**config.mk**
```make
export PLATFORM = sky130hd
export DESIGN_NAME = amplitude_modulator_mc_flat
export DESIGN_NICKNAME = d
export VERILOG_FILES = /design/src/rtl/amplitude_modulator_mc_if.sv /design/src/rtl/amplitude_modulator_mc.sv /design/src/flat_wrapper.sv
export SDC_FILE = /design/constraint.sdc
export NUM_CORES = 1
export LEC_CHECK = 0
export CORE_ASPECT_RATIO = 1.4
export CORE_MARGIN = 4
export CORE_UTILIZATION = 40
export CTS_CLUSTER_DIAMETER = 80
export DETAILED_ROUTE_END_ITERATION = 16
export PLACE_DENSITY = 0.56
export SLEW_MARGIN = 25
export SYNTH_ARGS = -nofsm -noshare
export SYNTH_HDL_FRONTEND = slang
export SYNTH_SLANG_ARGS = --single-unit
```
**constraint.sdc**
```tcl
create_clock -name clk -period 4.4 [get_ports clk]
set_clock_uncertainty 0.05 [all_clocks]
set_input_delay 0.88 -clock clk [delete_from_list [all_inputs] [get_ports clk]]
set_output_delay 0.88 -clock clk [all_outputs]
set_load 0.02 [all_outputs]
```
**src/rtl/amplitude_modulator_mc_if.sv**
```systemverilog
// ---------------------------------------------------------------------------
// amplitude_modulator_mc_if
//   Sample/gain bus of the multi-channel amplitude modulator.
//   master : channel scheduler / gain control side (drives samples and gains)
//   slave  : modulator side (drives the scaled output stream)
//   Signals:
//     din, din_valid, din_ch           signed sample in, strobe, channel tag
//     amp_target, amp_wr, amp_ch       gain write: value, strobe, channel
//     dout, dout_valid, dout_ch        scaled sample out, strobe, channel tag
// ---------------------------------------------------------------------------
interface amplitude_modulator_mc_if #(
    parameter int DATA_BITS      = 12,
    parameter int AMPLITUDE_BITS = 8,
    parameter int CH_BITS        = 2
);
    logic signed [DATA_BITS-1:0]      din;
    logic                             din_valid;
    logic        [CH_BITS-1:0]        din_ch;
    logic        [AMPLITUDE_BITS-1:0] amp_target;
    logic                             amp_wr;
    logic        [CH_BITS-1:0]        amp_ch;
    logic signed [DATA_BITS-1:0]      dout;
    logic                             dout_valid;
    logic        [CH_BITS-1:0]        dout_ch;

    modport master (
        output din, din_valid, din_ch, amp_target, amp_wr, amp_ch,
        input  dout, dout_valid, dout_ch
    );

    modport slave (
        input  din, din_valid, din_ch, amp_target, amp_wr, amp_ch,
        output dout, dout_valid, dout_ch
    );
endinterface

```
**src/rtl/amplitude_modulator_mc.sv**
```systemverilog
// ---------------------------------------------------------------------------
// amplitude_modulator_mc
//   Time-multiplexed multi-channel amplitude modulator. Each accepted sample
//   is scaled by its channel's current gain (amplitude / 2^AMPLITUDE_BITS).
//   The current gain ramps toward the written target by at most SLEW_STEP
//   per processed sample of that channel, avoiding zipper noise.
//   Pipeline: accept/gain lookup -> multiply -> output (2-edge latency).
//   Ports:
//     clk      rising-edge clock
//     reset_n  asynchronous active-low reset
//     bus      slave side of amplitude_modulator_mc_if (samples, gain
//              writes, scaled output stream)
// ---------------------------------------------------------------------------
module amplitude_modulator_mc #(
    parameter int DATA_BITS      = 12,
    parameter int AMPLITUDE_BITS = 8,
    parameter int CHANNELS       = 4,
    parameter int CH_BITS        = 2,
    parameter int SLEW_STEP      = 4
) (
    input  logic                     clk,
    input  logic                     reset_n,
    amplitude_modulator_mc_if.slave  bus
);

    localparam int PROD_BITS = DATA_BITS + AMPLITUDE_BITS + 1;
    localparam int CHB1      = CH_BITS + 1;

    localparam logic [CH_BITS:0]          CH_LIMIT = CHB1'(CHANNELS);
    localparam logic [AMPLITUDE_BITS-1:0] STEP     = AMPLITUDE_BITS'(SLEW_STEP);

    // Per-channel gain state
    logic [AMPLITUDE_BITS-1:0] r_target [CHANNELS];
    logic [AMPLITUDE_BITS-1:0] r_cur    [CHANNELS];

    // Stage 1: accepted sample with the gain it will use
    logic                        r_s1_valid;
    logic signed [DATA_BITS-1:0] r_s1_din;
    logic [CH_BITS-1:0]          r_s1_ch;
    logic [AMPLITUDE_BITS-1:0]   r_s1_gain;

    // Stage 2: full-precision product
    logic                        r_s2_valid;
    logic [CH_BITS-1:0]          r_s2_ch;
    logic signed [DATA_BITS-1:0] r_s2_dout;

    // Output registers
    logic signed [DATA_BITS-1:0] r_dout;
    logic                        r_dout_valid;
    logic [CH_BITS-1:0]          r_dout_ch;

    logic                          w_accept;
    logic [AMPLITUDE_BITS-1:0]     w_gain;
    logic [AMPLITUDE_BITS-1:0]     w_tgt;
    logic [AMPLITUDE_BITS-1:0]     w_diff;
    logic [AMPLITUDE_BITS-1:0]     w_cur_next;
    logic signed [PROD_BITS-1:0]   w_product;
    logic                          w_unused_prod_bits;

    // Out-of-range channels are dropped with no state change.
    assign w_accept = bus.din_valid && ({1'b0, bus.din_ch} < CH_LIMIT);

    // Gain/target lookup for the incoming channel; the loop keeps indices
    // within the array even when CHANNELS < 2^CH_BITS.
    always_comb begin
        w_gain = '0;
        w_tgt  = '0;
        for (int unsigned c = 0; c < CHANNELS; c++) begin
            if (bus.din_ch == CH_BITS'(c)) begin
                w_gain = r_cur[c];
                w_tgt  = r_target[c];
            end
        end
    end

    // Single shared slew unit: moves the selected channel's gain toward its
    // (pre-edge) target, clamping to the target so it never overshoots.
    always_comb begin
        w_diff     = '0;
        w_cur_next = w_gain;
        if (w_tgt >= w_gain) begin
            w_diff = w_tgt - w_gain;
            if (w_diff <= STEP) begin
                w_cur_next = w_tgt;
            end else begin
                w_cur_next = w_gain + STEP;
            end
        end else begin
            w_diff = w_gain - w_tgt;
            if (w_diff <= STEP) begin
                w_cur_next = w_tgt;
            end else begin
                w_cur_next = w_gain - STEP;
            end
        end
    end

    // Gain state. A same-edge gain write on the sampled channel only changes
    // the target (the slew above already used the old one); with no slew the
    // write also lands in cur, overriding the slew result.
    always_ff @(posedge clk or negedge reset_n) begin
        if (!reset_n) begin
            for (int unsigned c = 0; c < CHANNELS; c++) begin
                r_target[c] <= '0;
                r_cur[c]    <= '0;
            end
        end else begin
            for (int unsigned c = 0; c < CHANNELS; c++) begin
                if (w_accept && (bus.din_ch == CH_BITS'(c))) begin
                    r_cur[c] <= w_cur_next;
                end
                if (bus.amp_wr && (bus.amp_ch == CH_BITS'(c))) begin
                    r_target[c] <= bus.amp_target;
                    if (SLEW_STEP == 0) begin
                        r_cur[c] <= bus.amp_target;
                    end
                end
            end
        end
    end

    // Stage 1
    always_ff @(posedge clk or negedge reset_n) begin
        if (!reset_n) begin
            r_s1_valid <= 1'b0;
            r_s1_din   <= '0;
            r_s1_ch    <= '0;
            r_s1_gain  <= '0;
        end else begin
            r_s1_valid <= w_accept;
            if (w_accept) begin
                r_s1_din  <= bus.din;
                r_s1_ch   <= bus.din_ch;
                r_s1_gain <= w_gain;
            end
        end
    end

    // Gain is zero-extended so it multiplies as a non-negative value; the
    // result cannot overflow PROD_BITS.
    assign w_product = r_s1_din * $signed({1'b0, r_s1_gain});

    // Only the arithmetic-shifted window is kept; sign bit above it is a
    // copy and the low bits are discarded (floor toward -inf).
    assign w_unused_prod_bits = ^{w_product[PROD_BITS-1], w_product[AMPLITUDE_BITS-1:0]};

    // Stage 2
    always_ff @(posedge clk or negedge reset_n) begin
        if (!reset_n) begin
            r_s2_valid <= 1'b0;
            r_s2_ch    <= '0;
            r_s2_dout  <= '0;
        end else begin
            r_s2_valid <= r_s1_valid;
            if (r_s1_valid) begin
                r_s2_ch   <= r_s1_ch;
                r_s2_dout <= w_product[DATA_BITS+AMPLITUDE_BITS-1 -: DATA_BITS];
            end
        end
    end

    // Output stage
    always_ff @(posedge clk or negedge reset_n) begin
        if (!reset_n) begin
            r_dout       <= '0;
            r_dout_valid <= 1'b0;
            r_dout_ch    <= '0;
        end else begin
            r_dout_valid <= r_s2_valid;
            if (r_s2_valid) begin
                r_dout    <= r_s2_dout;
                r_dout_ch <= r_s2_ch;
            end
        end
    end

    assign bus.dout       = r_dout;
    assign bus.dout_valid = r_dout_valid;
    assign bus.dout_ch    = r_dout_ch;

endmodule

```
**src/flat_wrapper.sv**
```systemverilog
// flat-port wrapper written by rule: the top's interface ports become plain ports
module amplitude_modulator_mc_flat 
#(
    parameter int DATA_BITS      = 12,
    parameter int AMPLITUDE_BITS = 8,
    parameter int CHANNELS       = 4,
    parameter int CH_BITS        = 2,
    parameter int SLEW_STEP      = 4
)
  (clk, reset_n, bus_din, bus_din_valid, bus_din_ch, bus_amp_target, bus_amp_wr, bus_amp_ch, bus_dout, bus_dout_valid, bus_dout_ch);
  amplitude_modulator_mc_if #(.DATA_BITS(DATA_BITS), .AMPLITUDE_BITS(AMPLITUDE_BITS), .CH_BITS(CH_BITS)) bus_i ();
  input  logic clk;
  input  logic reset_n;
  input wire logic [$bits(bus_i.din)-1:0] bus_din;
  input wire logic [$bits(bus_i.din_valid)-1:0] bus_din_valid;
  input wire logic [$bits(bus_i.din_ch)-1:0] bus_din_ch;
  input wire logic [$bits(bus_i.amp_target)-1:0] bus_amp_target;
  input wire logic [$bits(bus_i.amp_wr)-1:0] bus_amp_wr;
  input wire logic [$bits(bus_i.amp_ch)-1:0] bus_amp_ch;
  output wire logic [$bits(bus_i.dout)-1:0] bus_dout;
  output wire logic [$bits(bus_i.dout_valid)-1:0] bus_dout_valid;
  output wire logic [$bits(bus_i.dout_ch)-1:0] bus_dout_ch;
  assign bus_i.din = bus_din;
  assign bus_i.din_valid = bus_din_valid;
  assign bus_i.din_ch = bus_din_ch;
  assign bus_i.amp_target = bus_amp_target;
  assign bus_i.amp_wr = bus_amp_wr;
  assign bus_i.amp_ch = bus_amp_ch;
  assign bus_dout = bus_i.dout;
  assign bus_dout_valid = bus_i.dout_valid;
  assign bus_dout_ch = bus_i.dout_ch;
  amplitude_modulator_mc #(.DATA_BITS(DATA_BITS), .AMPLITUDE_BITS(AMPLITUDE_BITS), .CHANNELS(CHANNELS), .CH_BITS(CH_BITS), .SLEW_STEP(SLEW_STEP)) u_core (.clk(clk), .reset_n(reset_n), .bus(bus_i));
endmodule
```
==> impl_metrics.py <==
metrics = {
    "status": {
        "status": "finished, violations left",
        "failed_checks": "negative setup slack",
    },
    "synth": {
        "synthMuxAreaShare": 0.145,
        "yosys.area_share.simple": 0.109,
        "synthesis.nets": 990,
        "synth_xor_area_frac": 0.0213,
        "synthArstFlopShare": 1.00,
        "synth.distinct_cells": 68,
        "synth_warnings": 0,
        "syn_inst": 835,
        "synth_flop_cell": "dfrtp_1",
        "synth_top_family_by_area": "adder cells",
        "synth-compound-area-share": 0.0825,
        "synth-seq-cells": 117,
        "seq_area_frac_synth": 0.323,
        "synth_enable_flop_cells": 0,
        "synth_area_mm2": 0.00905,
        "synth_area_per_cell_um2": 10.8,
        "yosys.area_share.adder": 0.238,
    },
    "worst_setup_path": {
        "start_kind": "flip-flop",
        "cp.required_ns": 4.66,
        "crit_path_end_kind": "flip-flop",
        "path_class": "reg2reg",
        "cp.arrival_ns": 4.76,
        "crit_fanout": 5,
    },
    "finish": {
        "antenna_cells": 0,
        "drive_gt1_frac": 0.344,
        "area_delta_synth_final_pct": 28.5,
        "nets": 1149,
        "utilization": 0.526,
    },
    "floorplanning": {
        "die_x_um": 135,
        "die_h_um": 186,
        "num_rows": 64,
        "ioPinCount": 43,
        "dieArea_mm2": 0.0251,
        "fp.coreArea_mm2": 0.0221,
        "start_util": 0.410,
    },
    "cts": {
        "clockRootBuffer": "clkbuf_16",
        "clock_sinks": 117,
        "clk_path_buf_depth": 2,
        "path_clk_slew_ns": 0.05,
        "cts_tree": "built",
        "cts_buffers": 17,
        "cts_hold_buf": 0,
        "clock_insertion_delay_worst_skew_ns": 0.42,
        "cts-htree-levels": 4,
    },
    "global_routing": {
        "grt_util_all_layers": 0.178,
        "antenna_found_initial": 0,
        "grt_pass1_wl_um": 34800,
        "grt_overflow": 0,
        "grt_max_degree": 76,
        "grt_pass1_vias": 6928,
    },
    "detailed_routing": {
        "drcViolationCount": 0,
        "ant_nets": 0,
        "first_pass_iters": 4,
        "via_per_inst": 4.92,
        "vias": 6406,
        "post_drt_wl_per_cell_um": 15.6,
        "wl_um": 20400,
        "drt_iter0_drc": 268,
    },
    "sta": {
        "fmax_ghz": 0.222,
        "fin_crit_sh": 1.02,
        "slew_headroom": 0.441,
        "worst_slew_pin_slew_ns": 0.835,
        "timing.final.ws_setup_ns": -0.102,
        "slew_viol_final": 0,
        "finalHoldViolCount": 0,
        "finalSetupViolations": 8,
        "tns_ns": -0.384,
        "holdWs_ns": 0.411,
        "rsz0062_at_grt": "yes",
        "min_period_ns": 4.50,
    },
    "run": {
        "maxCapViolations": 0,
    },
    "placed_design": {
        "routabilityCongestion": 0.863,
        "dp_slack_ns": -0.475,
        "dp.final_hpwl_um": 15900,
        "io_buffer_count": 42,
    },
    "min_path": {
        "hold_path_class": "in2async",
    },
}
-- what timing repair did --
action | 4_1_cts | 5_1_grt
gates resized for setup | 44 | 33
pin swaps | 21 | 37
buffers inserted | 16 | 9
endpoints found under the setup margin | 13 | 37
gates cloned | 0 | 0
-- per-stage QoR --
step                std cells  area (um2)
floorplan                 835        9200
finish                   1303       11600
detailed placement       1247       10600
global route             1303       11600
CTS                      1294       11400
global placement         1247       10600
-- layer usage --
metal,up-vias,part of all wire,global-route usage
met1,3230,0.39,0.194
met4,0,0.021,0.0633
met5,-,0,0
met3,31,0.021,0.0311
li1,3066,-,-
met2,79,0.57,0.342
-- cells in the mapped netlist, types with 5 or more instances --
| cell type | number | area, um2 |
|---|---|---|
| inv_1 | 132 | 495 |
| mux4_2 | 14 | 315 |
| nor3_1 | 5 | 25.0 |
| nor2_1 | 21 | 78.8 |
| o21ai_1 | 5 | 25.0 |
| o21ai_0 | 27 | 135 |
| o21a_1 | 5 | 37.5 |
| dfrtp_1 | 117 | 2930 |
| nand2b_1 | 6 | 37.5 |
| nand3_1 | 8 | 40.0 |
| xnor2_1 | 15 | 131 |
| nand4_1 | 6 | 37.5 |
| ha_1 | 52 | 651 |
| a21oi_1 | 21 | 105 |
| clkbuf_8 | 8 | 110 |
| mux2i_1 | 5 | 50.1 |
| clkbuf_1 | 23 | 86.3 |
| xor2_1 | 7 | 61.3 |
| nand2_1 | 85 | 319 |
| fa_1 | 75 | 1500 |
| mux2_2 | 82 | 923 |
| and2_1 | 45 | 282 |
-- layout make-up --
class	instances	area (um2)
clock buffer	20	457
clock inverter	11	151
timing repair buffer	175	1490
multi-input combinational	551	5720
inverter	132	495
tap	297	372
fill	2036	10500
sequential	117	2940
-- path summary, 6_finish.rpt --
kind                                      from                   to  slack (ns)  depth (start not counted)
hold reg to reg               u_core.r_cur[15]     u_core.r_cur[15]        0.42                          2
max in group asynchronous              reset_n   u_core.r_s1_din[4]        3.10                          2
setup reg to reg           u_core.r_s1_gain[1]  u_core.r_s2_dout[9]       -0.10                         17
setup / recovery           u_core.r_s1_gain[1]  u_core.r_s2_dout[9]       -0.10                         17
min in group clk              u_core.r_cur[15]     u_core.r_cur[15]        0.42                          2
hold / removal                         reset_n  u_core.r_s2_dout[7]        0.41                          1
-- worst max-delay path: stages (launching register included) --
cell	delay, ns
dfrtp_1	0.43
buf_12	0.14
nand2_1	0.06
fa_1	0.52
inv_1	0.05
fa_1	0.48
fa_1	0.57
inv_2	0.04
fa_1	0.53
inv_1	0.07
ha_4	0.16
a21o_1	0.17
a21o_1	0.16
a21oi_2	0.17
o21ai_4	0.11
a211oi_4	0.30
xnor2_1	0.12
mux2_2	0.26
-- cells in the final DEF, fill, tap and decap left out, types with 5 or more instances in the layout --
cell	instances
o21a_1	5
buf_6	11
mux2_2	80
nand4_1	6
nand2_2	6
nor2_1	21
fa_1	71
clkdlybuf4s50_1	41
ha_4	9
nand2_1	78
dfrtp_1	105
xor2_1	7
buf_4	119
inv_2	8
a21oi_1	16
ha_1	41
nand3_1	7
mux4_2	14
o21ai_0	23
and2_1	41
dfrtp_2	12
nand2b_1	6
inv_1	124
xnor2_1	15
clkbuf_16	17
-- registers in the layout, summed over array words and instances, names as in the netlist --
| name | cells |
|---|---|
| u_core.bus.dout_valid | 1 |
| u_core.r_s2_ch | 2 |
| u_core.r_s1_valid | 1 |
| u_core.r_target | 32 |
| u_core.r_s1_din | 12 |
| u_core.r_s1_gain | 8 |
| u_core.bus.dout_ch | 2 |
| u_core.bus.dout | 12 |
| u_core.r_s1_ch | 2 |
| u_core.r_cur | 32 |
| u_core.r_s2_valid | 1 |
| u_core.r_s2_dout | 12 |
-- cells by family (layout without fill, tap and decap cells) --
| kind of cell | count (synthesis) | in the layout |
|---|---|---|
| xor+xnor | 22 | 22 |
| simple gates | 198 | 198 |
| mux | 102 | 102 |
| flops | 117 | 117 |
| buf+inv | 167 | 338 |
| compound gates | 102 | 102 |
| fa+ha+maj | 127 | 127 |
Power is left out: the tool's default activity adds up to more than one toggle a clock period on the data nets, which glitch-free logic cannot reach.
